**config.mk**
```make
export PLATFORM = sky130hd
export DESIGN_NAME = ex_muldiv_flat
export DESIGN_NICKNAME = d
export VERILOG_FILES = /design/src/rtl/ex_muldiv_if.sv /design/src/rtl/ex_muldiv.sv /design/src/flat_wrapper.sv
export SDC_FILE = /design/constraint.sdc
export NUM_CORES = 1
export LEC_CHECK = 0
export CORE_MARGIN = 5
export CORE_UTILIZATION = 45
export CTS_CLUSTER_SIZE = 12
export DETAILED_ROUTE_END_ITERATION = 16
export GPL_ROUTABILITY_DRIVEN = 1
export PLACE_DENSITY = 0.67
export SYNTH_ARGS = -nofsm -noshare
export SYNTH_HDL_FRONTEND = slang
export SYNTH_SLANG_ARGS = --single-unit
```
**constraint.sdc**
```tcl
create_clock -name clk -period 5.6 [get_ports clk]
set_input_delay 0.56 -clock clk [delete_from_list [all_inputs] [get_ports clk]]
set_output_delay 0.56 -clock clk [all_outputs]
set_load 0.005 [all_outputs]
```
**src/rtl/ex_muldiv_if.sv**
```systemverilog
// Handshake bundle between the EX stage and the iterative multiply/divide unit.
// The pipeline side is the master and the arithmetic unit is the slave.
interface ex_muldiv_if #(
  parameter int WIDTH = 32
);
  logic                 start_i;
  logic [1:0]           op_i;
  logic [WIDTH-1:0]     opa_i;
  logic [WIDTH-1:0]     opb_i;
  logic                 annul_i;
  logic [2*WIDTH-1:0]   result_o;
  logic                 ready_o;
  logic                 stallreq;

  modport master (
    output start_i, op_i, opa_i, opb_i, annul_i,
    input  result_o, ready_o, stallreq
  );

  modport slave (
    input  start_i, op_i, opa_i, opb_i, annul_i,
    output result_o, ready_o, stallreq
  );
endinterface

```
**src/rtl/ex_muldiv.sv**
```systemverilog
// Iterative radix-2 multiply/divide unit for the EX stage: MULT/MULTU/DIV/DIVU
// producing {HI,LO} after WIDTH iterations, with stall request and annul.
module ex_muldiv #(
  parameter int WIDTH = 32,
  parameter int CNT_W = 6
) (
  input logic          clk,
  input logic          rst,
  ex_muldiv_if.slave   bus
);

  typedef enum logic [1:0] {IDLE, CALC, DONE} state_t;

  state_t               state;
  logic [CNT_W-1:0]     cnt;
  logic [2*WIDTH-1:0]   acc;
  logic [WIDTH-1:0]     opd;
  logic                 is_div;
  logic                 sa;
  logic                 sb;
  logic                 ready_q;
  logic [2*WIDTH-1:0]   result_q;

  logic                 is_signed;
  logic                 a_neg;
  logic                 b_neg;
  logic [WIDTH-1:0]     a_mag;
  logic [WIDTH-1:0]     b_mag;
  logic                 accept;
  logic                 div_zero;
  logic [WIDTH:0]       mul_sum;
  logic [WIDTH:0]       div_diff;
  logic [2*WIDTH-1:0]   step;
  logic [WIDTH-1:0]     quot;
  logic [WIDTH-1:0]     rem;
  logic [2*WIDTH-1:0]   fix;

  always_comb begin
    is_signed = ~bus.op_i[0];
    a_neg     = is_signed & bus.opa_i[WIDTH-1];
    b_neg     = is_signed & bus.opb_i[WIDTH-1];
    a_mag     = a_neg ? -bus.opa_i : bus.opa_i;
    b_mag     = b_neg ? -bus.opb_i : bus.opb_i;
    accept    = bus.start_i & ~bus.annul_i;
    div_zero  = bus.op_i[1] & (bus.opb_i == '0);
  end

  // Multiply keeps the multiplier in acc's low half and shifts the product in from the top;
  // divide shifts {rem,quot} left and inserts quotient bits at the bottom.
  always_comb begin
    mul_sum  = {1'b0, acc[2*WIDTH-1:WIDTH]} + {1'b0, opd};
    div_diff = acc[2*WIDTH-1:WIDTH-1] - {1'b0, opd};
    if (is_div) begin
      if (div_diff[WIDTH])
        step = {acc[2*WIDTH-2:0], 1'b0};
      else
        step = {div_diff[WIDTH-1:0], acc[WIDTH-2:0], 1'b1};
    end else begin
      if (acc[0])
        step = {mul_sum, acc[WIDTH-1:1]};
      else
        step = {1'b0, acc[2*WIDTH-1:1]};
    end
    quot = step[WIDTH-1:0];
    rem  = step[2*WIDTH-1:WIDTH];
    fix  = step;
    if (is_div)
      fix = {(sa ? -rem : rem), ((sa ^ sb) ? -quot : quot)};
    else if (sa ^ sb)
      fix = -step;
  end

  always_ff @(posedge clk or posedge rst) begin
    if (rst) begin
      state    <= IDLE;
      cnt      <= '0;
      acc      <= '0;
      opd      <= '0;
      is_div   <= 1'b0;
      sa       <= 1'b0;
      sb       <= 1'b0;
      ready_q  <= 1'b0;
      result_q <= '0;
    end else begin
      ready_q <= 1'b0;
      case (state)
        IDLE: begin
          if (accept) begin
            is_div <= bus.op_i[1];
            sa     <= a_neg;
            sb     <= b_neg;
            cnt    <= '0;
            if (div_zero) begin
              result_q <= {bus.opa_i, {WIDTH{1'b1}}};
              ready_q  <= 1'b1;
              state    <= DONE;
            end else begin
              acc   <= bus.op_i[1] ? {{WIDTH{1'b0}}, a_mag} : {{WIDTH{1'b0}}, b_mag};
              opd   <= bus.op_i[1] ? b_mag : a_mag;
              state <= CALC;
            end
          end
        end
        CALC: begin
          if (bus.annul_i) begin
            state <= IDLE;
          end else begin
            acc <= step;
            cnt <= cnt + 1'b1;
            if (cnt == CNT_W'(WIDTH-1)) begin
              result_q <= fix;
              ready_q  <= 1'b1;
              state    <= DONE;
            end
          end
        end
        DONE:    state <= IDLE;
        default: state <= IDLE;
      endcase
    end
  end

  assign bus.result_o = result_q;
  assign bus.ready_o  = ready_q & ~bus.annul_i & (state == DONE);
  assign bus.stallreq = ~rst & (((state == IDLE) & accept) | (state == CALC));

endmodule

```
**src/flat_wrapper.sv**
```systemverilog
// flat-port wrapper written by rule: the top's interface ports become plain ports
module ex_muldiv_flat 
#(
  parameter int WIDTH = 32,
  parameter int CNT_W = 6
)
  (clk, rst, bus_start_i, bus_op_i, bus_opa_i, bus_opb_i, bus_annul_i, bus_result_o, bus_ready_o, bus_stallreq);
  ex_muldiv_if #(.WIDTH(WIDTH)) bus_i ();
  input logic clk;
  input logic rst;
  input wire logic [$bits(bus_i.start_i)-1:0] bus_start_i;
  input wire logic [$bits(bus_i.op_i)-1:0] bus_op_i;
  input wire logic [$bits(bus_i.opa_i)-1:0] bus_opa_i;
  input wire logic [$bits(bus_i.opb_i)-1:0] bus_opb_i;
  input wire logic [$bits(bus_i.annul_i)-1:0] bus_annul_i;
  output wire logic [$bits(bus_i.result_o)-1:0] bus_result_o;
  output wire logic [$bits(bus_i.ready_o)-1:0] bus_ready_o;
  output wire logic [$bits(bus_i.stallreq)-1:0] bus_stallreq;
  assign bus_i.start_i = bus_start_i;
  assign bus_i.op_i = bus_op_i;
  assign bus_i.opa_i = bus_opa_i;
  assign bus_i.opb_i = bus_opb_i;
  assign bus_i.annul_i = bus_annul_i;
  assign bus_result_o = bus_i.result_o;
  assign bus_ready_o = bus_i.ready_o;
  assign bus_stallreq = bus_i.stallreq;
  ex_muldiv #(.WIDTH(WIDTH), .CNT_W(CNT_W)) u_core (.clk(clk), .rst(rst), .bus(bus_i));
endmodule
```
=== Yosys cells after proc, flatten, opt, wreduce, memory -nomap -nowiden ===
Index checks and enable logic that the tools add are counted.

* Bits in latches: 0
* Input bits: 70
* Bits in writable memories: 0
* Logic and storage cells: 82
* Flip-flop bits (word level): 172
* Memory bits (read-only): 0
* Memories kept: 0
* Output and inout port bits: 66

* Shifts and indexed selects: 0
* Order comparisons: 0
* Bitwise logic cells: 14
* Muxes and demuxes: 33
* Divide/modulo/power cells: 0
* Equal/unequal tests: 9
* Add/subtract/negate cells: 8
* Multipliers: 0
* Reductions and logical operators: 9

{| class="wikitable"
|+ Operators by type and width
! operator !! number
|-
| $mux 64 || 12
|-
| $pmux 64 s2 || 2
|-
| $mux 32 || 6
|-
| $neg 32->32 || 4
|-
| $neg 64->64 || 1
|-
| $add 32x32->33 || 1
|-
| $sub 33x32->33 || 1
|-
| $logic_not 32->1 || 1
|-
| $mux 6 || 2
|-
| $pmux 6 s2 || 1
|-
| $and 1x1->1 || 8
|-
| $mux 2 || 4
|-
| $add 6x1->6 const B || 1
|-
| $eq 6x5->1 const B || 1
|-
| $ne 2x1->1 const B || 3
|-
| $reduce_and 3->1 || 2
|-
| $reduce_and 5->1 || 1
|-
| $mux 1 || 4
|-
| $ne 2x2->1 const B || 2
|-
| $not 1->1 || 4
|-
| $pmux 2 s2 || 1
|-
| $reduce_and 2->1 || 2
|-
| $reduce_and 4->1 || 1
|-
| $ne 3x2->1 const B || 1
|-
| 7 further kinds || 7
|}

=== Longest topological paths before layout ===
Gate-level depths: netlist of run 1.

* Depth after elaboration: 9
* Depth in mapped cells: 24
* Depth with buffers taken out: 23

=== Worst setup path before layout of run 1 ===
OpenSTA, ideal clock, no wires.

* Kind: reg2reg
* From: register u_core.acc[31]
* To: register u_core.result_q[60] (netlist: u_core.bus.result_o[60])
* Setup slack: 766 ps
* Period minus slack after synthesis: 4834 ps
* Path buffers: 1
* Arrival: 4702 ps
* Data required time: 5469 ps
* Setup time: 131 ps
* Stages on the path, launching flop included: 22
* Cells stage by stage: dfrtp_1 inv_1 ha_1 inv_1 fa_1 a211oi_2 o211ai_1 and2_4 o31a_1 nor4_4 clkbuf_1 nor3_2 a21oi_1 ha_1 o221ai_1 nor2_1 o21a_1 o2111ai_1 nor4_1 nor3_1 o211a_1 or3b_1

* Cells in the longest elaborated chain, start to end: 9
* Elaborated cells on any way between the ends: 12
* Those cells by class: add/sub (3); mux (9)

{| class="wikitable"
|+ Ends and longest elaborated chain
! element !! line !! source
|-
| start, declared || ex_muldiv.sv:16 || <nowiki>logic [2*WIDTH-1:0] acc;</nowiki>
|-
| start signal, assigned || ex_muldiv.sv:98 || <nowiki>acc <= bus.op_i[1] ? {{WIDTH{1'b0}}, a_mag} : {{WIDTH{1'b0}}, b_mag};</nowiki>
|-
| start signal, assigned || ex_muldiv.sv:108 || <nowiki>acc <= step;</nowiki>
|-
| $sub 33x32->33 || ex_muldiv.sv:52 || <nowiki>div_diff = acc[2*WIDTH-1:WIDTH-1] - {1'b0, opd};</nowiki>
|-
| $mux 64 || ex_muldiv.sv:54 || <nowiki>if (div_diff[WIDTH])</nowiki>
|-
| $mux 64 * || ex_muldiv.sv:53 || <nowiki>if (is_div) begin</nowiki>
|-
| $neg 64->64 / $neg 32->32 (equally long branches) || ex_muldiv.sv:70, ex_muldiv.sv:68 ||
|-
| $mux 64 / $mux 32 (equally long branches) || ex_muldiv.sv:69, ex_muldiv.sv:68 ||
|-
| $mux 64 * || ex_muldiv.sv:67 || <nowiki>if (is_div)</nowiki>
|-
| $mux 64 * || ex_muldiv.sv:110 || <nowiki>if (cnt == CNT_W'(WIDTH-1)) begin</nowiki>
|-
| $mux 64 * || ex_muldiv.sv:105 || <nowiki>if (bus.annul_i) begin</nowiki>
|-
| $pmux 64 s2 * || ex_muldiv.sv:86 || <nowiki>case (state)</nowiki>
|-
| end signal, assigned || ex_muldiv.sv:94 || <nowiki>result_q <= {bus.opa_i, {WIDTH{1'b1}}};</nowiki>
|-
| end signal, assigned || ex_muldiv.sv:111 || <nowiki>result_q <= fix;</nowiki>
|-
| end, declared || ex_muldiv.sv:22 || <nowiki>logic [2*WIDTH-1:0] result_q;</nowiki>
|}

Mark *: on every way between the ends. The rest lies on a longest branch, timed or not. The select of a mux whose other input is x is not followed.
A chain may end at the register's enable or synchronous reset.

=== Worst setup path after layout of run 1 ===
Ends and elaborated chain as after synthesis.

==> summary.md, run 1 <==
| Metric | Value |
|---|---|
| Max-Cap Viols | `0` |
| I/O Buffers | `135` |
| Routed WL | `62900 microns` |
| Register area | `0.00431 sq mm` |
| Antenna violations before repair | `2` |
| Yosys cell types | `94` |
| Clock root cell | `clkbuf_16` |
| Non-Filler Instances | `2621` |
| Tmin final | `5360 ps` |
| Post-synth ARST share | `1.00` |
| CTS buffer count | `17` |
| CP most frequent cell | `inv_1` |
| Drc violations | `0` |
| Worst slew pin tran | `1180 ps` |
| Worst setup path class | `flop to flop` |
| Outcome | `finished clean` |
| Worst Path Max Fanout | `16` |
| Data required, critical path | `5940 ps` |
| Yosys warns | `0` |
| Post-Syn Instances | `2063` |
| Tot GR Track Use | `0.316` |
| Pwr/cell area | `490 mW/mm^2` |
| Crit end category | `flop` |
| Fmax | `186 MHz` |
| Register area share after synthesis | `0.274` |
| Worst-path clk slew | `70 ps` |
| Starting Density | `0.456` |
| Core Area | `0.0345 sq mm` |
| Hold Fails Final Rpt | `0` |
| Mapped Avg Cell Area | `7.61 sq um` |
| Hold-fix buffers, CTS | `0` |
| Final critical-path setup slack | `237 ps` |
| CTS Buffer Depth | `2` |
| # Post-CTS Setup Buffers | `0` |
| Die height | `197 microns` |
| Setup-failing EPs final | `0` |
| Routed vias/inst | `6.33` |
| Slowest cell on the critical path | `or4_1` |
| Commonest non-fill, non-tap cell in the layout | `nand2_1` |
| Placed Cells | `2586` |
| Slew HR | `0.203` |
| Gr ovfl total | `0` |
| Hold WC Path Type | `flop to flop` |
| Final period util | `0.958` |
| Post-Synthesis Cell Area | `0.0157 sq mm` |
| Fraction of layout cells with a size suffix above 1 | `0.0689` |
| RSZ-0062 raised after global routing | `false` |
| Multi-input combinational cell area | `0.0106 sq mm` |
| P&R area growth vs syn | `15.7%` |
| Main synth FF type | `dfrtp_1` |
| TritonCTS clock tree | `done` |
| Vias | `16600` |
| Die W | `197 microns` |
| Post-Place Setup Slack | `406 ps` |
| Starting DRC count in detailed routing | `1896` |
| DP HPWL | `48900 microns` |
| Clock latency on the worst-skew pair | `470 ps` |
| Crit path launch type | `flop` |
| Synthesized flop and latch total | `172` |
| Routed len/inst | `24.0 microns` |
| Sink Count | `172` |
| Post-synth EDFFs | `0` |
| Fill cells | `3325` |
| Router iterations before antenna repair | `8` |
| Post-synth net total | `2204` |
| Leak | `0.00777 uW` |
| Largest stage delay on the critical path | `770 ps` |
| Final nets | `2291` |
| Post-DRT Antenna Nets | `0` |
| Final weighted congestion in routability-driven placement | `1.04` |
| I/O pins | `136` |
| First-pass GRT wire length | `95300 microns` |
| Design area | `0.0182 sq mm` |
| CTS resizes | `0` |
| Clock Skew | `15.3 ps` |
| H-tree Lvls | `4` |
| VDD IR max | `0.315 mV` |
| Setup_tns | `0 ps` |
| Most frequent cells in the layout | `nand2_1, nor2_1, a21oi_1, o21ai_0, dfrtp_1` |
| Largest net degree at the start of global routing | `118` |
| Slew Limit Fails | `0` |
| Vias in the first global route | `15500` |
| Worst path arrival time | `5700 ps` |
| Total power | `8890 uW` |
| FP Rows | `68` |
| Dpl cell area | `0.0176 sq mm` |
| CP cell instances | `inv_1 -> ha_1 -> inv_1 -> fa_1 -> a211oi_2 -> o211ai_1 -> and2_4 -> o31a_1 -> or4_1 -> nand2_2 -> a311oi_1 -> inv_1 -> ha_1 -> nand4_1 -> nand4b_1 -> nor2_1 -> a31oi_1 -> o211a_1 -> or3b_1` |
| Die area | `0.0387 sq mm` |
cell type report:
| cell class | count | area share |
|---|---|---|
| Inverter | 70 | 0.0147 |
| Multi-Input combinational cell | 1701 | 0.586 |
| Clock inverter | 13 | 0.00730 |
| Timing Repair Buffer | 188 | 0.0976 |
| Antenna cell | 3 | 0.000413 |
| Clock buffer | 19 | 0.0249 |
| Tap cell | 455 | 0.0314 |
| Sequential cell | 172 | 0.237 |
sequential cells by signal, summed over array words and instances, names as in the netlist, 2 cells and up:
signal and count:
u_core.opd 32, u_core.state 2, u_core.acc 64, u_core.cnt 6
u_core.bus.result_o 64
routing by layer:
layer	global-route usage	up-vias	routed length [microns]
met5	0	-	0
met4	0.123	0	2670
met3	0.0588	140	6110
met2	0.482	896	27700
met1	0.446	7938	26400
li1	-	7630	-
final timing paths:
check	to	slack (ps)	from	cells past startpoint
hold / removal	u_core.bus.result_o[52]	480	u_core.bus.result_o[52]	2
setup reg to reg	u_core.bus.result_o[60]	240	u_core.acc[31]	19
max in group asynchronous	u_core.opd[27]	3680	rst	3
hold reg to reg	u_core.bus.result_o[52]	480	u_core.bus.result_o[52]	2
setup / recovery	u_core.bus.result_o[60]	240	u_core.acc[31]	19
min in group asynchronous	u_core.state[1]	660	rst	2
worst max-delay path: cells and delay by family (launching register included):
| family | cells | cell delay, ps |
|---|---|---|
| simple gates | 7 | 2420 |
| compound gates | 6 | 1260 |
| fa+ha+maj | 3 | 830 |
| flops | 1 | 420 |
| buf+inv | 3 | 290 |
report_power, final:
group,switching (uW),total (uW),internal (uW)
clock network,599,1250,649
logic,3710,5820,2120
registers,350,1820,1470
total,4660,8890,4240
per-stage QoR:
step / hold slack (ps) / util
4_1_cts: 492 / 0.527
6_report: 482 / 0.527
3_3_place_gp: 467 / 0.510
5_1_grt: 523 / 0.527
3_5_place_dp: 479 / 0.510
2_1_floorplan: 465 / -
logic make-up after synthesis:
family	after synthesis	synth area share
compound gates	696	0.275
xor+xnor	151	0.0842
fa+ha+maj	71	0.0575
buf+inv	190	0.0485
flops	172	0.274
mux	66	0.0436
simple gates	717	0.217
cells in the mapped netlist, types with 7 or more instances:
master / instances / area [sq um]
nand2b_1: 22 / 138
xor2_1: 84 / 736
buf_2: 23 / 115
a211oi_1: 30 / 225
o21a_1: 11 / 82.6
ha_1: 69 / 863
clkbuf_1: 79 / 297
nor3_1: 57 / 285
nand3_1: 30 / 150
a21o_1: 37 / 278
o211ai_1: 17 / 128
o31ai_1: 16 / 120
mux2i_1: 47 / 470
nor4_1: 16 / 100
and2_1: 13 / 81.3
mux2_2: 19 / 214
or3_1: 21 / 131
a21oi_1: 214 / 1070
a22o_1: 20 / 175
nand2_1: 223 / 837
buf_1: 14 / 52.6
inv_1: 70 / 263
o21ai_1: 13 / 65.1
and3_1: 21 / 131
nor3b_1: 7 / 52.6
nand4_1: 22 / 138
o21bai_1: 8 / 60.1
nor2b_1: 24 / 150
o21ai_0: 191 / 956
nor2_1: 216 / 811
a31oi_1: 54 / 338
xnor2_1: 67 / 587
dfrtp_1: 172 / 4300
(Power assumes the default switching activity.)
==> inputs of run 2 (changes only) <==
--- a/config.mk
+++ b/config.mk
@@ -5,6 +5,7 @@
 export SDC_FILE = /design/constraint.sdc
 export NUM_CORES = 1
 export LEC_CHECK = 0
+export CAP_MARGIN = 5
 export CORE_MARGIN = 5
 export CORE_UTILIZATION = 45
 export CTS_CLUSTER_SIZE = 12
==> results of run 2 <==
No change in the layout: final DEF, timing and power equal those of run 1.
